`src/rtl/seq_det_pkg.sv`:
```
// Shared types and constants for the serializer feeding the 1011 detector.
package seq_det_pkg;

  // Serializer FSM: waiting for a word, or shifting one out.
  typedef enum logic {
    SER_IDLE  = 1'b0,
    SER_SHIFT = 1'b1
  } ser_state_t;

  // Widest word the serializer can be built for.
  localparam int SER_MAX_WIDTH = 32;

endpackage

```
`src/rtl/seq_bit_serializer_if.sv`:
```
// Word-in / bit-out signal bundle for seq_bit_serializer.
//
// Handshakes:
//   word side: a word transfers on a rising clk edge where data_valid && data_ready.
//              The source holds data_valid and data_in stable until that edge;
//              data_valid without data_ready is ignored.
//   bit side:  bit_out is consumed on a rising clk edge where bit_valid && bit_en.
//              With bit_en low the current bit is held unchanged.
interface seq_bit_serializer_if
  import seq_det_pkg::*;
#(
  parameter int WIDTH = 8
);
  logic [WIDTH-1:0] data_in;
  logic             data_valid;
  logic             data_ready;
  logic             bit_en;
  logic             bit_out;
  logic             bit_valid;
  logic             word_done;

  // Upstream word source and downstream consumer.
  modport master (
    output data_in, data_valid, bit_en,
    input  data_ready, bit_out, bit_valid, word_done
  );

  // The serializer itself.
  modport slave (
    input  data_in, data_valid, bit_en,
    output data_ready, bit_out, bit_valid, word_done
  );
endinterface

```
`src/rtl/seq_bit_serializer.sv`:
```
// Parallel-to-serial converter ahead of the 1011 detector. Words that arrive
// back to back are shifted out with no idle cycle between them, so a pattern
// that straddles a word boundary still reaches the detector contiguously.
module seq_bit_serializer
  import seq_det_pkg::*;
#(
  parameter int   WIDTH     = 8,
  parameter bit   MSB_FIRST = 1'b1,
  parameter logic IDLE_BIT  = 1'b0
) (
  input  logic                 clk,
  input  logic                 reset,    // asynchronous, active low
  seq_bit_serializer_if.slave  bus,
  output ser_state_t           state_o   // FSM state, for debug and checkers
);

  localparam int              CNT_W    = $clog2(WIDTH);
  localparam logic [CNT_W-1:0] CNT_LAST = CNT_W'(WIDTH - 1);

  if (WIDTH < 2 || WIDTH > SER_MAX_WIDTH) begin : g_bad_width
    $error("seq_bit_serializer: WIDTH %0d outside 2..%0d", WIDTH, SER_MAX_WIDTH);
  end

  ser_state_t       state_q, state_d;
  logic [WIDTH-1:0] shreg_q, shreg_d;
  logic [CNT_W-1:0] cnt_q, cnt_d;
  logic             word_done_q, word_done_d;

  logic             head;
  logic [WIDTH-1:0] shreg_next;
  logic             consume;
  logic             last_bit;
  logic             ready;
  logic             accept;

  // Head bit and one-step shift in the configured direction; bits always come
  // from the shift register, never straight from data_in.
  always_comb begin
    head       = MSB_FIRST ? shreg_q[WIDTH-1] : shreg_q[0];
    shreg_next = MSB_FIRST ? {shreg_q[WIDTH-2:0], 1'b0}
                           : {1'b0, shreg_q[WIDTH-1:1]};
  end

  // Ready when idle, or in the same cycle the last bit of the current word is
  // consumed. This is a deliberate combinational path from bit_en and reset to
  // data_ready: it is what lets the next word follow with zero bubble.
  always_comb begin
    consume  = (state_q == SER_SHIFT) && bus.bit_en;
    last_bit = consume && (cnt_q == CNT_LAST);
    ready    = reset && ((state_q == SER_IDLE) || last_bit);
    accept   = bus.data_valid && ready;
  end

  // Next-state logic: load on accept, shift on each consumed bit, chain or idle
  // once the last bit goes.
  always_comb begin
    state_d     = state_q;
    shreg_d     = shreg_q;
    cnt_d       = cnt_q;
    word_done_d = 1'b0;
    case (state_q)
      SER_IDLE: begin
        if (accept) begin
          shreg_d = bus.data_in;
          cnt_d   = '0;
          state_d = SER_SHIFT;
        end
      end
      SER_SHIFT: begin
        if (consume) begin
          if (!last_bit) begin
            shreg_d = shreg_next;
            cnt_d   = cnt_q + 1'b1;
          end else begin
            word_done_d = 1'b1;
            cnt_d       = '0;
            if (accept) begin
              shreg_d = bus.data_in;
            end else begin
              shreg_d = '0;
              state_d = SER_IDLE;
            end
          end
        end
      end
      default: begin
        state_d = SER_IDLE;
        shreg_d = '0;
        cnt_d   = '0;
      end
    endcase
  end

  // State, shift register, counter and done pulse; reset drops any word in flight.
  always_ff @(posedge clk or negedge reset) begin
    if (!reset) begin
      state_q     <= SER_IDLE;
      shreg_q     <= '0;
      cnt_q       <= '0;
      word_done_q <= 1'b0;
    end else begin
      state_q     <= state_d;
      shreg_q     <= shreg_d;
      cnt_q       <= cnt_d;
      word_done_q <= word_done_d;
    end
  end

  // Outputs follow the registered state, so reset returns them to idle at once.
  always_comb begin
    bus.data_ready = ready;
    bus.bit_valid  = (state_q == SER_SHIFT);
    bus.bit_out    = (state_q == SER_SHIFT) ? head : IDLE_BIT;
    bus.word_done  = word_done_q;
    state_o        = state_q;
  end

endmodule

```
`src/flat_wrapper.sv`:
```
// flat-port wrapper written by rule: the top's interface ports become plain ports
module seq_bit_serializer_flat import seq_det_pkg::*;
#(
  parameter int   WIDTH     = 8,
  parameter bit   MSB_FIRST = 1'b1,
  parameter logic IDLE_BIT  = 1'b0
)
  (clk, reset, state_o, bus_data_in, bus_data_valid, bus_bit_en, bus_data_ready, bus_bit_out, bus_bit_valid, bus_word_done);
  seq_bit_serializer_if #(.WIDTH(WIDTH)) bus_i ();
  input  logic clk;
  input  logic reset;
  output ser_state_t state_o;
  input wire logic [$bits(bus_i.data_in)-1:0] bus_data_in;
  input wire logic [$bits(bus_i.data_valid)-1:0] bus_data_valid;
  input wire logic [$bits(bus_i.bit_en)-1:0] bus_bit_en;
  output wire logic [$bits(bus_i.data_ready)-1:0] bus_data_ready;
  output wire logic [$bits(bus_i.bit_out)-1:0] bus_bit_out;
  output wire logic [$bits(bus_i.bit_valid)-1:0] bus_bit_valid;
  output wire logic [$bits(bus_i.word_done)-1:0] bus_word_done;
  assign bus_i.data_in = bus_data_in;
  assign bus_i.data_valid = bus_data_valid;
  assign bus_i.bit_en = bus_bit_en;
  assign bus_data_ready = bus_i.data_ready;
  assign bus_bit_out = bus_i.bit_out;
  assign bus_bit_valid = bus_i.bit_valid;
  assign bus_word_done = bus_i.word_done;
  seq_bit_serializer #(.WIDTH(WIDTH), .MSB_FIRST(MSB_FIRST), .IDLE_BIT(IDLE_BIT)) u_core (.clk(clk), .reset(reset), .bus(bus_i), .state_o(state_o));
endmodule
```
`config.mk`:
```
export PLATFORM = sky130hd
export DESIGN_NAME = seq_bit_serializer_flat
export DESIGN_NICKNAME = d
export VERILOG_FILES = /design/src/rtl/seq_det_pkg.sv /design/src/rtl/seq_bit_serializer_if.sv /design/src/rtl/seq_bit_serializer.sv /design/src/flat_wrapper.sv
export SDC_FILE = /design/constraint.sdc
export NUM_CORES = 1
export LEC_CHECK = 0
export ABC_AREA = 1
export ABC_CLOCK_PERIOD_IN_PS = 2650
export CORE_MARGIN = 10
export CORE_UTILIZATION = 40
export DETAILED_ROUTE_END_ITERATION = 8
export PLACE_DENSITY = 0.74
export SETUP_SLACK_MARGIN = 0.1
export SLEW_MARGIN = 15
export SYNTH_ARGS = -nofsm -noshare
export SYNTH_HDL_FRONTEND = slang
export SYNTH_SLANG_ARGS = --single-unit
```
`constraint.sdc`:
```
create_clock -name clk -period 2.65 [get_ports clk]
set_input_delay 0.6625 -clock clk [delete_from_list [all_inputs] [get_ports clk]]
set_output_delay 0.6625 -clock clk [all_outputs]
set_load 0.05 [all_outputs]
```
==> results by stage, run 1 <==
Run status:
- The run finished with clean final reports.

Pwr:
- In this run the power density over the cells is 1150 nW/um^2.
- The leakage power summed over all cells is 0.459 nW.
- The design draws 1.03 mW.
- VDD sags by at most 0.000541 V.

Placed design:
- Counting tap cells, the placed design contains a total of 117 instances.
- The number of I/O port buffers is 16.
- The congestion estimate from routability-driven global placement came to 0.727.
- The detailed placer's ending HPWL is 1120 um.

Setup path:
- The worst setup path startpoint is bus_bit_en.
- The startpoint identified for the worst register-to-register timing path is u_core.cnt_q[1].
- Data arrives at the worst endpoint at 1.81 ns.
- The required arrival time at the worst endpoint is 1.99 ns.
- STA classifies the critical path startpoint as a primary input.
- Along the worst path, the maximum fanout reaches 4.
- The worst setup path is captured at an output pin.
- The worst setup path is of the in -> out kind.

Timing:
- Clock skew on the completed layout was measured at 0.00568 ns.
- The final hold violation count is 0.
- The worst pin sits at a relative slew slack of 0.669.
- Setup repair after global routing left no endpoint under its margin.
- At the pin with the least slew margin, the transition time is 0.495 ns.
- For the final routed database, the setup TNS stands at 0 ns.
- Dividing the final minimum period by the clock period gives 0.933.
- The maximum operating frequency is 405 MHz.
- The worst path in the final design needs a cycle of 2.47 ns, including I/O delays and setup.
- The final setup violation count is 0.
- The number of pins exceeding their max-slew limit in the final report came to 0.

Layout:
- The number of antenna repair diodes is 0.
- The growth of design area from synthesis to finish is 31.7%.
- Of the cells placed in the final design, the portion with a size suffix greater than 1 is 0.152.
- The layout has 134 filler cells.
- Summing all multi-input logic gate instances after layout gives 290 um^2.
- Across the whole layout, storage elements account for 325 um^2.
- The final cell count without fillers is 121.
- The total number of nets in the final design is 120.

Clock tree:
- The number of hold-repair buffers added at the cts stage is 0.
- TritonCTS created 3 clock buffers.
- Post-CTS timing repair inserted 0 buffers for setup.
- After clock tree synthesis, the clock-pin slew on the worst setup and hold paths is 0.07 ns.
- The later pin in the worst-skew pair is clocked with a latency of 0.28 ns.
- The longest clock path from root to sink contains 2 buffers.
- The number of gates resized after CTS was 0.
- CTS saw 13 sinks.
- The maximum level of the CTS H-tree is 1.
- The CTS tree is done.
- The clock root buffer is sky130_fd_sc_hd__clkbuf_4.

Job:
- The number of max-cap violations is 0.

Yosys:
- The distinct cell type count after synthesis is 15.
- The number of nets produced by synthesis is 99.
- Counting flops and latches in the post-synthesis netlist gives 13.
- The total of warnings raised by yosys is 0.
- The cell count after synthesis came out at 85.
- The share of synthesized area occupied by flip-flops and latches is 0.476.
- The total standard cell area after synthesis is 683 um^2.
- The average instance in the mapped netlist occupies 8.04 um^2.

Die:
- Measured along the x axis, the die boundary spans 61.3 um.
- The die is 61.3 um tall.
- The area of the die is 3760 um^2.
- The effective utilization at floorplan is 0.438.
- The number of placement rows is 14.
- The top-level port count is 17.
- The total area inside the core boundary comes to 1560 um^2.

Detailed routing:
- In the routed design, unresolved DRC markers number 0.
- The iteration-0 DRC count of the detailed router is 7.
- The total routed wirelength is 1450 um.
- The count of nets left with antenna violations once routing finished came out at 0.
- Detailed routing inserted a total of 575 vias.
- After detailed routing, the average wire length per cell comes to 12.0 um.
- The vias per cell is 4.75.
- The iteration count of the initial detailed-routing pass is 4.

Global route:
- Summed over all layers, the global routing overflow is 0.
- The number of antenna violations at the first check in global routing is 0.
- Entering global routing, the biggest net connects 18 pins.
- The number of global-route vias before repair is 552.
- The first global-routing pass estimated 2330 um of wire.
- For this run, the total global-route usage over all layers was measured as 0.0841.

Worst hold path:
- The class of the worst hold path is reg -> reg.
- The start point of the worst min-delay path is u_core.shreg_q[5].
worst max-delay path: stages:
cell and delay [ns]:
sky130_fd_sc_hd__clkdlybuf4s50_1 0.51, sky130_fd_sc_hd__nand3_1 0.10, sky130_fd_sc_hd__nand2_2 0.13, sky130_fd_sc_hd__inv_2 0.05
sky130_fd_sc_hd__nor2_1 0.19, sky130_fd_sc_hd__buf_12 0.17
sequential cells by signal, indices dropped and copies added (netlist names):
name / count
u_core.bus.bit_valid: 1
u_core.cnt_q: 3
u_core.shreg_q: 8
u_core.bus.word_done: 1
through the flow:
step / hold slack (ns) / area, um^2 / utilization / setup slack (ns)
final: 0.489 / 900 / 0.577 / 0.178
after global routing: 0.532 / 900 / 0.577 / 0.108
after CTS: 0.491 / 900 / 0.577 / 0.156
after detailed placement: 0.470 / 873 / 0.560 / 0.155
after global placement: 0.465 / 873 / 0.560 / 0.187
after floorplan: 0.367 / 683 / - / 0.205
kinds of logic after synthesis:
| family | count (synthesis) | share of synthesized area |
|---|---|---|
| DFF | 13 | 0.476 |
| adders and majority gates | 2 | 0.0366 |
| and+or+nand+nor | 45 | 0.295 |
| buffers and inverters | 16 | 0.0989 |
| AOI/OAI and AO/OA | 9 | 0.0934 |
layer usage:
metal	GRT usage	routed length, um	vias to the layer above
li1	-	-	298
met1	0.0942	629	262
met2	0.133	695	13
met3	0.0350	108	2
met4	0.0456	14	0
met5	0	0	-
final timing paths:
| path | end | slack [ns] | cells after the start |
|---|---|---|---|
| max | bus_data_ready | 0.18 | 6 |
| min | u_core.shreg_q[5] | 0.49 | 2 |
| max reg2reg | u_core.shreg_q[3] | 1.06 | 10 |
| min reg2reg | u_core.shreg_q[5] | 0.49 | 2 |
| max in group asynchronous | u_core.shreg_q[4] | 1.73 | 2 |
| min in group asynchronous | u_core.cnt_q[1] | 0.73 | 2 |
cell usage after synthesis:
| library cell | count | share of area |
|---|---|---|
| sky130_fd_sc_hd__nand2_1 | 27 | 0.15 |
| sky130_fd_sc_hd__nand3_1 | 6 | 0.044 |
| sky130_fd_sc_hd__a21oi_2 | 5 | 0.064 |
| sky130_fd_sc_hd__inv_1 | 12 | 0.066 |
| sky130_fd_sc_hd__ha_1 | 2 | 0.037 |
| sky130_fd_sc_hd__dfrtp_1 | 13 | 0.48 |
| sky130_fd_sc_hd__nand3_4 | 1 | 0.026 |
| sky130_fd_sc_hd__nand3b_1 | 1 | 0.011 |
| sky130_fd_sc_hd__buf_4 | 2 | 0.022 |
| sky130_fd_sc_hd__o21ai_0 | 1 | 0.0073 |
| sky130_fd_sc_hd__inv_2 | 1 | 0.0055 |
| sky130_fd_sc_hd__nand2_2 | 3 | 0.027 |
| sky130_fd_sc_hd__clkinv_1 | 1 | 0.0055 |
| sky130_fd_sc_hd__o21ai_1 | 3 | 0.022 |
| sky130_fd_sc_hd__nor2_1 | 7 | 0.038 |
where the power goes:
part | internal [mW] | switching (mW)
sequential | 0.284 | 0.0610
clock | 0.0584 | 0.0640
combinational | 0.214 | 0.348
total | 0.557 | 0.473
cell type report:
| cell class | instances | area share |
|---|---|---|
| Timing Repair Buffer | 18 | 0.206 |
| Multi-Input combinational cell | 56 | 0.323 |
| Tap cell | 16 | 0.0223 |
| Sequential cell | 13 | 0.362 |
| Clock buffer | 4 | 0.0292 |
| Inverter | 14 | 0.0584 |
placed cells by master, fill, tap and decap left out, types with 2 or more instances in the layout:
master and n:
sky130_fd_sc_hd__nand2_1 27, sky130_fd_sc_hd__clkdlybuf4s50_1 15, sky130_fd_sc_hd__dfrtp_1 13, sky130_fd_sc_hd__inv_1 12, sky130_fd_sc_hd__nor2_1 7, sky130_fd_sc_hd__nand3_1 6, sky130_fd_sc_hd__a21oi_2 5, sky130_fd_sc_hd__nand2_2 3
sky130_fd_sc_hd__o21ai_1 3, sky130_fd_sc_hd__clkbuf_4 3, sky130_fd_sc_hd__ha_1 2, sky130_fd_sc_hd__buf_4 2
Note: power is estimated with default switching activity, not from simulation.
==> run 2: changes to the inputs <==
--- a/config.mk
+++ b/config.mk
@@ -10,6 +10,7 @@
 export CORE_MARGIN = 10
 export CORE_UTILIZATION = 40
 export DETAILED_ROUTE_END_ITERATION = 8
+export MAX_ROUTING_LAYER = met4
 export PLACE_DENSITY = 0.74
 export SETUP_SLACK_MARGIN = 0.1
 export SLEW_MARGIN = 15
==> constraint.sdc (replaced) <==
create_clock -name clk -period 2.65 [get_ports clk]
set_input_delay 0.53 -clock clk [delete_from_list [all_inputs] [get_ports clk]]
set_output_delay 0.53 -clock clk [all_outputs]
set_load 0.05 [all_outputs]
==> run 2 against run 1 <==
- clock skew is 0.0015 ns lower
- highest routed layer unchanged
- worst setup slack better by 0.24 ns
- clock-buffer cell count is 1 lower
- global-route usage is 0.73 points lower
- die area stayed put
==> results by stage, run 2 (synthesis results as in run 1) <==
Global route:
- The number of antenna violations at the first check in global routing is 0 (unchanged).
- The first-pass GRT wire length is 2060 um (was 2330 um).
- The total track usage was 0.0768 (was 0.0841).
- The maximum number of pins on one net before global-route repair came to 18 (unchanged).
- The final global-route overflow total is 0 (unchanged).
- The number of global-route vias before repair is 478 (was 552).

Worst hold path:
- The class of the worst hold path is in -> async (was reg -> reg).

Clock tree:
- The CTS tree is done (unchanged).
- The number of buffers added by the clock tree synthesis step is 3 (unchanged).
- The number of instances resized during post-cts repair is 0 (unchanged).
- The clock transition at the registers of the reported paths was 0.08 ns (was 0.07 ns).
- The maximum level of the CTS H-tree is 1 (unchanged).
- The total number of clock tree sinks is 13 (unchanged).
- The clock latency on the worst-skew pair is 0.28 ns (about the same).
- The clock root buffer is sky130_fd_sc_hd__clkbuf_4 (unchanged).
- The number of buffers on the longest clock path is 2 (unchanged).
- The number of hold-repair buffers added at the cts stage is 0 (unchanged).
- The number of buffers inserted by post-CTS setup repair came to 0 (unchanged).

Placed design:
- The final weighted congestion in routability-driven placement is 0.809 (was 0.727).
- The detailed placer's ending HPWL is 1100 um (was 1120 um).
- The worst setup slack after placement was 0.404 ns (was 0.155 ns).
- The number of I/O port buffers is 16 (unchanged).

Timing:
- The worst setup margin is 0.415 ns (was 0.178 ns).
- The final worst-path cycle share was 0.844 (was 0.933).
- The number of pins exceeding their max-slew limit in the final report came to 0 (unchanged).
- The sum of negative setup slack was 0 ns (unchanged).
- The headroom to the max-slew limit was 0.668 (was 0.669).
- The final hold violation count is 0 (unchanged).
- The worst clock skew came to 0.00420 ns (was 0.00568 ns).
- Setup repair after global routing missed its margin: no (unchanged).
- The shortest period the worst path allows is 2.24 ns (was 2.47 ns).
- The maximum operating frequency is 447 MHz (was 405 MHz).
- The transition time of the tightest slew-check pin is 0.497 ns (was 0.495 ns).
- The final setup violation count is 0 (unchanged).

Detailed routing:
- The total routed wirelength came to 1360 um (was 1450 um).
- The mean routed wirelength per cell is 11.3 um (was 12.0 um).
- The iteration-0 DRC count of the detailed router came to 7 (unchanged).
- The vias per cell is 4.57 (was 4.75).
- The final routed DRC violation total is 0 (unchanged).
- The vias after detailed routing was 548 (was 575).
- The iteration count of the initial detailed-routing pass is 4 (unchanged).
- The number of nets with antenna violations after routing is 0 (unchanged).

Die:
- The die extent in y came to 61.3 um (unchanged).
- The width of the die is 61.3 um (unchanged).
- The top-level port count is 17 (unchanged).
- The effective utilization at floorplan is 0.438 (unchanged).
- The number of placement rows is 14 (unchanged).
- The core area came to 1560 um^2 (unchanged).
- The area of the die is 3760 um^2 (unchanged).

Setup path:
- The type of element launching the critical path is a primary input (unchanged).
- The start-to-end type of the worst setup path was in -> out (unchanged).
- The biggest fanout along the worst timing path is 9 (was 4).
- The slack of the worst reg-to-reg path came to 1.15 ns (was 1.06 ns).
- The critical path capture point type is an output pin (unchanged).
- The arrival time of the worst setup path is 1.71 ns (was 1.81 ns).
- The required arrival time at the worst endpoint was 2.12 ns (was 1.99 ns).

Layout:
- The share of cells above drive strength 1 is 0.154 (was 0.152).
- Top Registers: u_core.shreg_q x8, u_core.cnt_q x3 (unchanged).
- The number of antenna repair diodes came to 0 (unchanged).
- The growth of design area from synthesis to finish is 30.8% (was 31.7%).
- The flip-flop count of the largest register after layout came to 8 (unchanged).
- Commonest non-fill, non-tap cells in the layout: sky130_fd_sc_hd__nand2_1, sky130_fd_sc_hd__clkdlybuf4s50_1, sky130_fd_sc_hd__dfrtp_1 (unchanged).
- The leading cell type in the layout, fill and taps excluded is sky130_fd_sc_hd__nand2_1 (unchanged).
- The register with the highest flop count is u_core.shreg_q (unchanged).
- The total number of nets in the final design is 119 (was 120).

Run status:
- Status: finished clean (unchanged).

Pwr:
- The maximum VDD drop was 0.000669 V (was 0.000541 V).
- The power per cell area is 1130 nW/um^2 (was 1150 nW/um^2).
- The leakage power summed over all cells was 0.457 nW (was 0.459 nW).

Job:
- The number of max-cap violations is 0 (unchanged).
-- run 2: metal layers --
layer / share of wire / vias up / GRT usage
li1: - / 297 / -
met1: 0.43 / 232 / 0.0860
met2: 0.48 / 17 / 0.114
met3: 0.070 / 2 / 0.0329
met4: 0.010 / 0 / 0.0391
met5: 0 / - / -
-- run 2: cell type report --
cell class,count,area (um^2)
Sequential cell,13,325
Clock buffer,3,22.5
Inverter,14,52.6
Multi-Input combinational cell,56,290
Timing Repair Buffer,17,178
Clock inverter,1,5.00
Tap cell,16,20.0
Fill cell,153,666
-- run 2: through the flow --
step                utilization  power (mW)  hold slack [ns]  instances  instance area (um^2)
floorplan                     -       0.753            0.234         85                   683
global placement          0.555       0.887            0.462        116                   866
detailed placement        0.555       0.899            0.474        116                   866
CTS                       0.573        1.02            0.445        120                   893
global route              0.573        1.09            0.441        120                   893
finish                    0.573        1.01            0.456        120                   893
-- run 2: power breakdown --
part | switching [mW] | internal (mW) | total, mW
Combinational | 0.343 | 0.204 | 0.547
Clock | 0.0636 | 0.0560 | 0.120
Sequential | 0.0584 | 0.284 | 0.343
-- run 2: worst paths after layout --
check,from,to,depth (start not counted)
setup reg to reg,u_core.cnt_q[0],u_core.shreg_q[3],9
setup / recovery,bus_bit_en,bus_data_ready,6
hold / removal,reset,u_core.cnt_q[1],1
max in group asynchronous,reset,u_core.shreg_q[1],2
min in group clk,u_core.cnt_q[1],u_core.cnt_q[1],2
hold reg to reg,u_core.cnt_q[1],u_core.cnt_q[1],2
-- run 2: critical path: stages --
cell	delay, ns
sky130_fd_sc_hd__clkdlybuf4s50_1	0.49
sky130_fd_sc_hd__nand3_1	0.10
sky130_fd_sc_hd__nand2_2	0.13
sky130_fd_sc_hd__inv_2	0.10
sky130_fd_sc_hd__nor2_1	0.19
sky130_fd_sc_hd__buf_12	0.17
